--- src/rtl/text_line_gen.sv ---
// VGA text-line overlay: a row of NUM_CHARS 8x16 glyphs at (X0,Y0) with power-of-two
// magnification, per-character blink and a writable character buffer. Three-stage pipeline.
module text_line_gen #(
    parameter int NUM_CHARS  = 8,
    parameter int X0         = 0,
    parameter int Y0         = 0,
    parameter int SCALE_LOG2 = 0,
    parameter int BLINK_LOG2 = 5
) (
    input  logic        clk_i,
    input  logic        reset_i,
    input  logic        video_on_i,
    input  logic [9:0]  pixel_x_i,
    input  logic [9:0]  pixel_y_i,
    input  logic        frame_tick_i,
    input  logic        wr_en_i,
    input  logic [5:0]  wr_addr_i,
    input  logic [7:0]  wr_data_i,
    input  logic [2:0]  rgb_sw_i,
    output logic [10:0] font_addr_o,
    input  logic [7:0]  font_data_i,
    output logic        text_on_o,
    output logic [2:0]  rgb_text_o
);

    localparam int AW    = (NUM_CHARS > 1) ? $clog2(NUM_CHARS) : 1;
    localparam int DEPTH = 2 ** AW;

    // Window bounds carried at 12 bits so X0+W never wraps for the widest legal window.
    localparam logic [11:0] X_LO = 12'(X0);
    localparam logic [11:0] X_HI = 12'(X0 + ((NUM_CHARS * 8) << SCALE_LOG2));
    localparam logic [11:0] Y_LO = 12'(Y0);
    localparam logic [11:0] Y_HI = 12'(Y0 + (16 << SCALE_LOG2));

    logic [7:0]            buf_q [DEPTH];
    logic [BLINK_LOG2-1:0] blink_cnt_q, blink_cnt_d;

    logic [11:0] px, py, dx, dy;
    logic        hit;
    logic [7:0]  entry;
    logic        buf_wr;

    logic [10:0] font_addr_q, font_addr_d;
    logic        blink_s1_q, blink_s1_d;
    logic        hit_s1_q, von_s1_q;
    logic [2:0]  col_s1_q;
    logic        blink_s2_q, hit_s2_q, von_s2_q;
    logic [2:0]  col_s2_q;
    logic        text_on_q, text_on_d;
    logic [2:0]  rgb_q, rgb_d;
    logic        pix;
    logic        unused_bits;

    always_comb begin
        px          = {2'b00, pixel_x_i};
        py          = {2'b00, pixel_y_i};
        hit         = (px >= X_LO) && (px < X_HI) && (py >= Y_LO) && (py < Y_HI);
        dx          = (px - X_LO) >> SCALE_LOG2;
        dy          = (py - Y_LO) >> SCALE_LOG2;
        entry       = buf_q[dx[AW+2:3]];
        font_addr_d = hit ? {entry[6:0], dy[3:0]} : 11'd0;
        blink_s1_d  = hit && entry[7];
        buf_wr      = wr_en_i && ({1'b0, wr_addr_i} < 7'(NUM_CHARS));
        blink_cnt_d = frame_tick_i ? blink_cnt_q + 1'b1 : blink_cnt_q;
    end

    // Blink suppression uses the phase current at S3; a tick mid-pipeline moves at most a pixel.
    always_comb begin
        pix       = font_data_i[3'd7 - col_s2_q] && !(blink_s2_q && blink_cnt_q[BLINK_LOG2-1]);
        text_on_d = von_s2_q && hit_s2_q;
        rgb_d     = (von_s2_q && hit_s2_q && pix) ? rgb_sw_i : 3'b000;
    end

    assign unused_bits = ^{dx, dy};

    always_ff @(posedge clk_i) begin
        if (reset_i) begin
            for (int i = 0; i < DEPTH; i++) buf_q[i] <= 8'h00;
        end else if (buf_wr) begin
            buf_q[wr_addr_i[AW-1:0]] <= wr_data_i;
        end
    end

    always_ff @(posedge clk_i) begin
        if (reset_i) begin
            blink_cnt_q <= '0;
            font_addr_q <= '0;
            blink_s1_q  <= 1'b0;
            hit_s1_q    <= 1'b0;
            von_s1_q    <= 1'b0;
            col_s1_q    <= '0;
            blink_s2_q  <= 1'b0;
            hit_s2_q    <= 1'b0;
            von_s2_q    <= 1'b0;
            col_s2_q    <= '0;
            text_on_q   <= 1'b0;
            rgb_q       <= '0;
        end else begin
            blink_cnt_q <= blink_cnt_d;
            font_addr_q <= font_addr_d;
            blink_s1_q  <= blink_s1_d;
            hit_s1_q    <= hit;
            von_s1_q    <= video_on_i;
            col_s1_q    <= dx[2:0];
            blink_s2_q  <= blink_s1_q;
            hit_s2_q    <= hit_s1_q;
            von_s2_q    <= von_s1_q;
            col_s2_q    <= col_s1_q;
            text_on_q   <= text_on_d;
            rgb_q       <= rgb_d;
        end
    end

    assign font_addr_o = font_addr_q;
    assign text_on_o   = text_on_q;
    assign rgb_text_o  = rgb_q;

endmodule

--- config.mk ---
export PLATFORM = sky130hd
export DESIGN_NAME = text_line_gen
export DESIGN_NICKNAME = d
export VERILOG_FILES = /design/src/rtl/text_line_gen.sv
export SDC_FILE = /design/constraint.sdc
export NUM_CORES = 1
export LEC_CHECK = 0
export ABC_AREA = 1
export CORE_UTILIZATION = 40
export DETAILED_ROUTE_END_ITERATION = 12
export HOLD_SLACK_MARGIN = 0.06
export SYNTH_ARGS = -nofsm -noshare
export SYNTH_HDL_FRONTEND = slang
export SYNTH_SLANG_ARGS = --single-unit
--- constraint.sdc ---
create_clock -name clk_i -period 2.4 [get_ports clk_i]
set_input_delay 0.48 -clock clk_i [delete_from_list [all_inputs] [get_ports clk_i]]
set_output_delay 0.48 -clock clk_i [all_outputs]
set_load 0.03 [all_outputs]
# Yosys cells after proc, flatten, opt, wreduce, memory -nomap -nowiden
# Memory sizes are Yosys's and may differ from the RTL's.
# Cells that the tools add are included.
# word_totals
ff_bits	32
ramBits	64
input_bits	50
elab_cells	42
n_memories	1
# classes
add_sub_neg	2
magnitude_cmp	4
muxes	10
bitwise_logic	2
reduce_logical	11
# memory_table
name	words	word_bits	read_ports	rd_clocked_by_memory_dff	wr	line_no	text
buf_q	8	8	1	0	8	35	logic [7:0] buf_q [DEPTH];
# op_table
cell	n
$lt 10x5->1 const B	1
$lt 10x7->1 const B	1
$mux 8	1
$reduce_or 8->1	1
$logic_and 1x1->1	7
$mux 1	7
$lt 6x4->1 const B	1
$add 5x1->5 const B	1
$lt 3x4->1 const B	1
$reduce_or 2->1	2
$bmux 1 s3	1
$mux 3	1
$sub 3x3->3 const A	1
$not 1->1	2
$logic_not 1->1	1

# Depth between registers and ports, before layout
# depth
depth_word	7
mapped_depth	8

# Least setup slack after synthesis
# OpenSTA, ideal clock, no wires.
# synth_path
path_kind	input to register
from	input port wr_addr_i[5]
to	memory buf_q[0][0], enable pin
setup_time_ns	0.329
arrival_time_ns	1.347
required_time_ns	2.071
slack_ns	0.724
cell_stages	5
n_path_buf	0
path_cell_list	nor3_2 > nand3_4 > nor2_8 > nand2_4 > nand2_1
# synth_lines
item	line_no	text
from (decl)	17	input logic [5:0] wr_addr_i,
to (decl)	35	

==> run metrics <==
hold_sp=blink_s1_q; Worst EP arrival=1.92 ns; wire per inst=around 14 µm; DIE AREA=about 11000 µm²; TritonCTS clock tree=built; #FFs+latches synth=96; Final Util=approximately half; Avg Cell Area, Syn=~9.4 µm²; clock root buffer master=clkbuf_8; crit start category=input port; I/O Buffers=64; post-CTS setup buffer count=0; hold endpoint=blink_s2_q; Yosys cell types=22; register cell area after layout=between 2000 and 3000 µm²; crit share post-route=a little under 80%; Syn. warnings=0; switch share=25.1%; worst-case clock buffer depth=2; outcome=finished, final reports clean; Critical Path RT=~2.4 ns; GP Congestion=~0.84; cell area power density=around 620 nW/µm²; reg-to-reg setup timing slack=1.34 ns; Routed WL=around 8800 µm; Resized cells post-CTS=0; Comb pwr share=about 9.0%; pin count of the biggest net entering global routing=33; Num CTS Buffers=9; final net count=approximately 550; count of pins over their slew limit=0; final worst path period need=between 1.5 and 2 ns; Relative slew margins=between 60% and 70%; Syn-to-layout area delta=23.9%; vias in the first global route=2830; VDD IR max=0.255 mV; Reg2Reg Depth=5; crit end category=flop; CP max FO=9; ANT nets after route=0; Hold WC Path Type=flop to flop; Iter 0 DRT Violations=roughly 170; post-DR vias/cell=between 4 and 5; Syn Nets=between 400 and 500; Max Clock Skew=roughly 0.013 ns; Syn Std Cell Area=approximately 4000 µm²; std cell rows=36; Final Hold Viols=0; worst skew pair latency=approximately 0.36 ns; H-tree depth=3; CTS sink cnt=96; setup TNS=0 ns; Total GRT Usage=17.9%; HPWL Detailed=around 6400 µm; fill count=935; die width=just over 100 µm; RSZ-0062 raised after global routing=false; Ports=65; endpoints failing setup=0; Initial Util=41.4%; Worst Hold Path Cells=2; DR pass1 iterations=5; CTS Hold Bufs=0; Crit Reg-Reg Endpoint=blink_cnt_q[4]; Fmax achieved=532 MHz; Post-synth EDFFs=64; Int Power=2.34 mW; clock power share=a little under a third; post-synthesis sequential area ratio=a little under two thirds; core area=9770 µm²; gr ovfl total=0; Slew @ Worst Pin=approximately 0.51 ns; share of cells above drive strength 1=under 10%; Pleak=roughly 2.1 nW; Seq pwr share=59.1%; maxcap violations=0; asr flop ratio synth=0%; NetSw=just under 0.8 mW; synthesized instance count=around 430; critical path class=input port to flop; Clock Pin Slew Worst Setup and Hold Paths=around 0.10 ns; global-route wire length before repair=between 10000 and 15000 µm; number of diodes=0; Via Count=2969; detailed-route DRC error count=0; Worst R2R Start=blink_cnt_q[0]; die height=between 100 and 150 µm; multi-input logic area=1260 µm²; Synth Flop Type=edfxtp_1; initial antenna violation count=0
## how the worst max path moves through the flow
| stage | depth (start not counted) | slack, ns | end | start |
|---|---|---|---|---|
| floorplan | 5 | 0.72 | buf_q[0][0] | wr_addr_i[5] |
| global placement | 6 | 0.16 | buf_q[2][4] | wr_addr_i[5] |
| detailed placement | 6 | 0.1 | buf_q[1][4] | wr_addr_i[5] |
| CTS | 6 | 0.49 | buf_q[1][4] | wr_addr_i[5] |
| global route | 6 | 0.38 | buf_q[1][1] | wr_addr_i[5] |
| finish | 6 | 0.52 | buf_q[1][1] | wr_addr_i[5] |
## cells in the mapped netlist, types with 2 or more instances
| cell | number | share of area, % |
|---|---|---|
| a21oi_1 | 6 | 0.74 |
| buf_2 | 7 | 0.87 |
| clkbuf_1 | 3 | 0.28 |
| dfxtp_1 | 32 | 16 |
| edfxtp_1 | 64 | 48 |
| inv_1 | 38 | 3.5 |
| inv_2 | 4 | 0.37 |
| nand2_1 | 39 | 3.6 |
| nand2_4 | 8 | 2.2 |
| nand3_1 | 17 | 2.1 |
| nor2_1 | 160 | 15 |
| nor2_8 | 2 | 0.99 |
| o21ai_0 | 17 | 2.1 |
| o21ai_1 | 23 | 2.8 |
## cell usage in the layout, fill, tap and decap left out, drive strengths merged, types with 2 or more instances in the layout
cell / count
clkinv: 2
buf: 4
edfxtp: 64
inv: 46
a21oi: 6
nand3: 18
clkbuf: 9
dfxtp: 32
nor3: 2
nand2: 47
clkdlybuf4s50: 64
nor2: 162
o21ai: 40
## metrics by stage
| step | total power [mW] | worst slack [ns] | hold slack [ns] | cells | cell area [µm²] |
|---|---|---|---|---|---|
| after floorplan | 2.02 | 0.724 | 0.388 | 428 | 4040 |
| after global placement | 2.17 | 0.155 | 0.388 | 617 | 4820 |
| after global routing | 3.24 | 0.380 | 0.423 | 633 | 5010 |
| after CTS | 3.15 | 0.491 | 0.409 | 633 | 5010 |
| after detailed placement | 2.17 | 0.0965 | 0.396 | 617 | 4820 |
| final | 3.13 | 0.519 | 0.404 | 633 | 5010 |
## sequential cells by signal (all words and copies together) (netlist names), 3 cells and up
register and count:
rgb_text_o 3, buf_q 64, blink_cnt_q 5, col_s2_q 3, font_addr_o 11, col_s1_q 3
## metal layers
layer,track usage [%],wire length (µm)
met5,0,0
met2,30.4,4020
met3,3.05,756
met4,8.57,205
met1,22.1,3830
## cell families (layout without fill, tap and decap cells)
family | count (synthesis) | after routing | synth area share [%]
AOI/OAI and AO/OA | 48 | 48 | 6.07
buffers and inverters | 54 | 126 | 5.35
adders and majority gates | 1 | 1 | 0.309
DFF | 96 | 96 | 63.4
and+or+nand+nor | 229 | 229 | 24.9
## cell type report
cell class,count,share of cell area [%]
Inverter,42,3.15
Sequential cell,96,51.2
Clock buffer,9,2.47
Multi-Input combinational cell,278,25.2
Timing Repair Buffer,68,13.4
Tap cell,133,3.32
Clock inverter,7,1.25
## worst max-delay path, stage by stage
cell	delay [ns]
clkdlybuf4s50_1	0.42
nor3_2	0.24
nand3_4	0.16
nor2_8	0.22
nand2_4	0.11
nand2_1	0.29
## power groups by stage
stage,Clock [mW],Combinational [mW],Sequential (mW)
4_1_cts,1.02,0.283,1.85
3_5_place_dp,0,0.282,1.88
5_1_grt,1.07,0.315,1.85
2_1_floorplan,0,0.147,1.88
6_report,0.998,0.282,1.85
3_3_place_gp,0,0.283,1.88
No activity file was read; power rests on OpenSTA's default activity.
==> RTL change, RTL diff (same settings) <==
Register the output `rgb_text_o` once more, without a reset; this adds one clock of latency there. The other outputs are not delayed to match.
--- a/src/rtl/text_line_gen.sv
+++ b/src/rtl/text_line_gen.sv
@@ -114,5 +114,7 @@
     assign font_addr_o = font_addr_q;
     assign text_on_o   = text_on_q;
-    assign rgb_text_o  = rgb_q;
+    always_ff @(posedge clk_i) begin
+        rgb_text_o <= rgb_q;
+    end
 
 endmodule
Behaviour: not the same (Yosys sat finds a counterexample within 4 cycles, from zero or initial values and one cycle with reset_i high).
==> RTL change against the unedited design <==
  * Clock skew decreased by 0.0035 ns
  * Sequential cell count increased by 3
  * Largest power group unchanged
  * Global-route usage about the same
  * Via count increased by 1.2%
  * Cell area increased by 1.9%
  * Total power increased by 3.1%
  * Worst setup slack improved by 0.013 ns
  * Routed wire length increased by 2.4%
  * Critical endpoint is now buf_q[7][4]
  * Synthesized area increased by 1.5%
==> RTL change: results (changes against the unedited design) <==
* Synth cell count leaders: nor2_1 (160), edfxtp_1 (64), nand2_1 (39)
* Top cells by area, synth: edfxtp_1 (47%), dfxtp_1 (17%), nor2_1 (15%)
* Share of async-settable or async-resettable flops after synthesis at 0% (unchanged)
* Met3 usage at 4.23% (+1.2 points)
* Total GRT Usage at 17.9% (+0.045 points)
* GRT met1 Usage at 23.7% (+1.5 points)
* Met2 Use GR at 28.2% (-2.2 points)
* Via count at 3,005 (+1.2%)
* Final WS setup at 0.532 ns (+0.0129 ns)
* Metal1 wirelength at 4090 µm (+6.9%)
* Crit path DAT at 1.90 ns (-0.02 ns)
* Fraction of layout cells with a size suffix above 1 at 7.89% (+0.49 points)
* FILL cells at 878 (-6.1%)
* Reg2reg start: blink_cnt_q[0]
* Worst-case clock buffer depth at 2 (unchanged)
* DP HPWL at 6450 µm (+0.86%)
* Number of global-route vias before repair at 2,647 (-6.5%)
* Register area share after synthesis at 63.9% (+0.54 points)
* Number of diodes at 0 (unchanged)
* P_leak at 2.13 nW (+2.7%)
* Worst-path clk slew at 0.09 ns
* IR drop worst, VDD at 347 µV (+36%)
* Net count after synthesis at 482 (+0.63%)
* DP Worst Slack at 0.130 ns (+0.0334 ns)
* Status: finished, final reports clean
* CP endpoint: buf_q[7][4]
* Clock skew at 0.00941 ns (-0.00348 ns)
* Worst Max-Slew Pin Slew at 0.519 ns (+0.00686 ns)
* Met3 WL post-DR at 664 µm (-12%)
* Met2 wire len at 4070 µm (+1.4%)
* Wire per inst at 14.1 µm (+1.3%)
* Starting DRT DRC Count at 142 (-16%)
* Fin nets at 553 (+1.3%)
* Hold_ws at 0.334 ns (-0.0695 ns)
* GP Congestion at 0.877 (+3.8%)
-- RTL change: changes by cell type after synthesis --
cell / delta
dfxtp_1: +3
-- RTL change: cells by family (layout without fill, tap and decap cells) --
kind of cell | count (synthesis) | after routing | synth area share, %
AOI/OAI and AO/OA | 48 | 48 | 5.98
adders and majority gates | 1 | 1 | 0.305
buffers and inverters | 54 | 130 | 5.28
DFF | 99 | 99 | 63.9
and+or+nand+nor | 229 | 229 | 24.5
-- RTL change: worst min path at each step --
stage,startpoint,endpoint,depth (start not counted)
global placement,rgb_q[2],rgb_text_o[2],0
floorplan,rgb_q[0],rgb_text_o[0],0
detailed placement,rgb_q[2],rgb_text_o[2],0
global route,rgb_q[0],rgb_text_o[0],0
finish,rgb_q[2],rgb_text_o[2],0
CTS,rgb_q[2],rgb_text_o[2],0
-- RTL change: worst max-delay path: stages --
cell and delay (ns):
clkdlybuf4s50_1 0.41, nor3_2 0.24, nand3_4 0.17, nor2_8 0.21, nand2_4 0.11, nand2_1 0.28
-- RTL change: stage by stage --
| stage | area (µm²) | util [%] | instances |
|---|---|---|---|
| 2_1_floorplan | 4100 | - | 431 |
| 3_3_place_gp | 4910 | 49.8 | 624 |
| 3_5_place_dp | 4910 | 49.8 | 624 |
| 4_1_cts | 5100 | 51.7 | 640 |
| 5_1_grt | 5100 | 51.7 | 640 |
| 6_report | 5100 | 51.7 | 640 |
-- RTL change: area by class of cell --
type,count,area [µm²],area share [%]
Sequential cell,99,2620,51.4
Multi-Input combinational cell,278,1260,24.8
Timing Repair Buffer,72,701,13.7
Tap cell,133,166,3.26
Inverter,42,158,3.09
Clock buffer,10,149,2.92
Clock inverter,6,42.5,0.834
-- RTL change: report_power, final --
part           switching (mW)  internal [mW]
registers              0.0219           1.87
clock network           0.586          0.447
logic                   0.169          0.125
total                   0.777           2.45
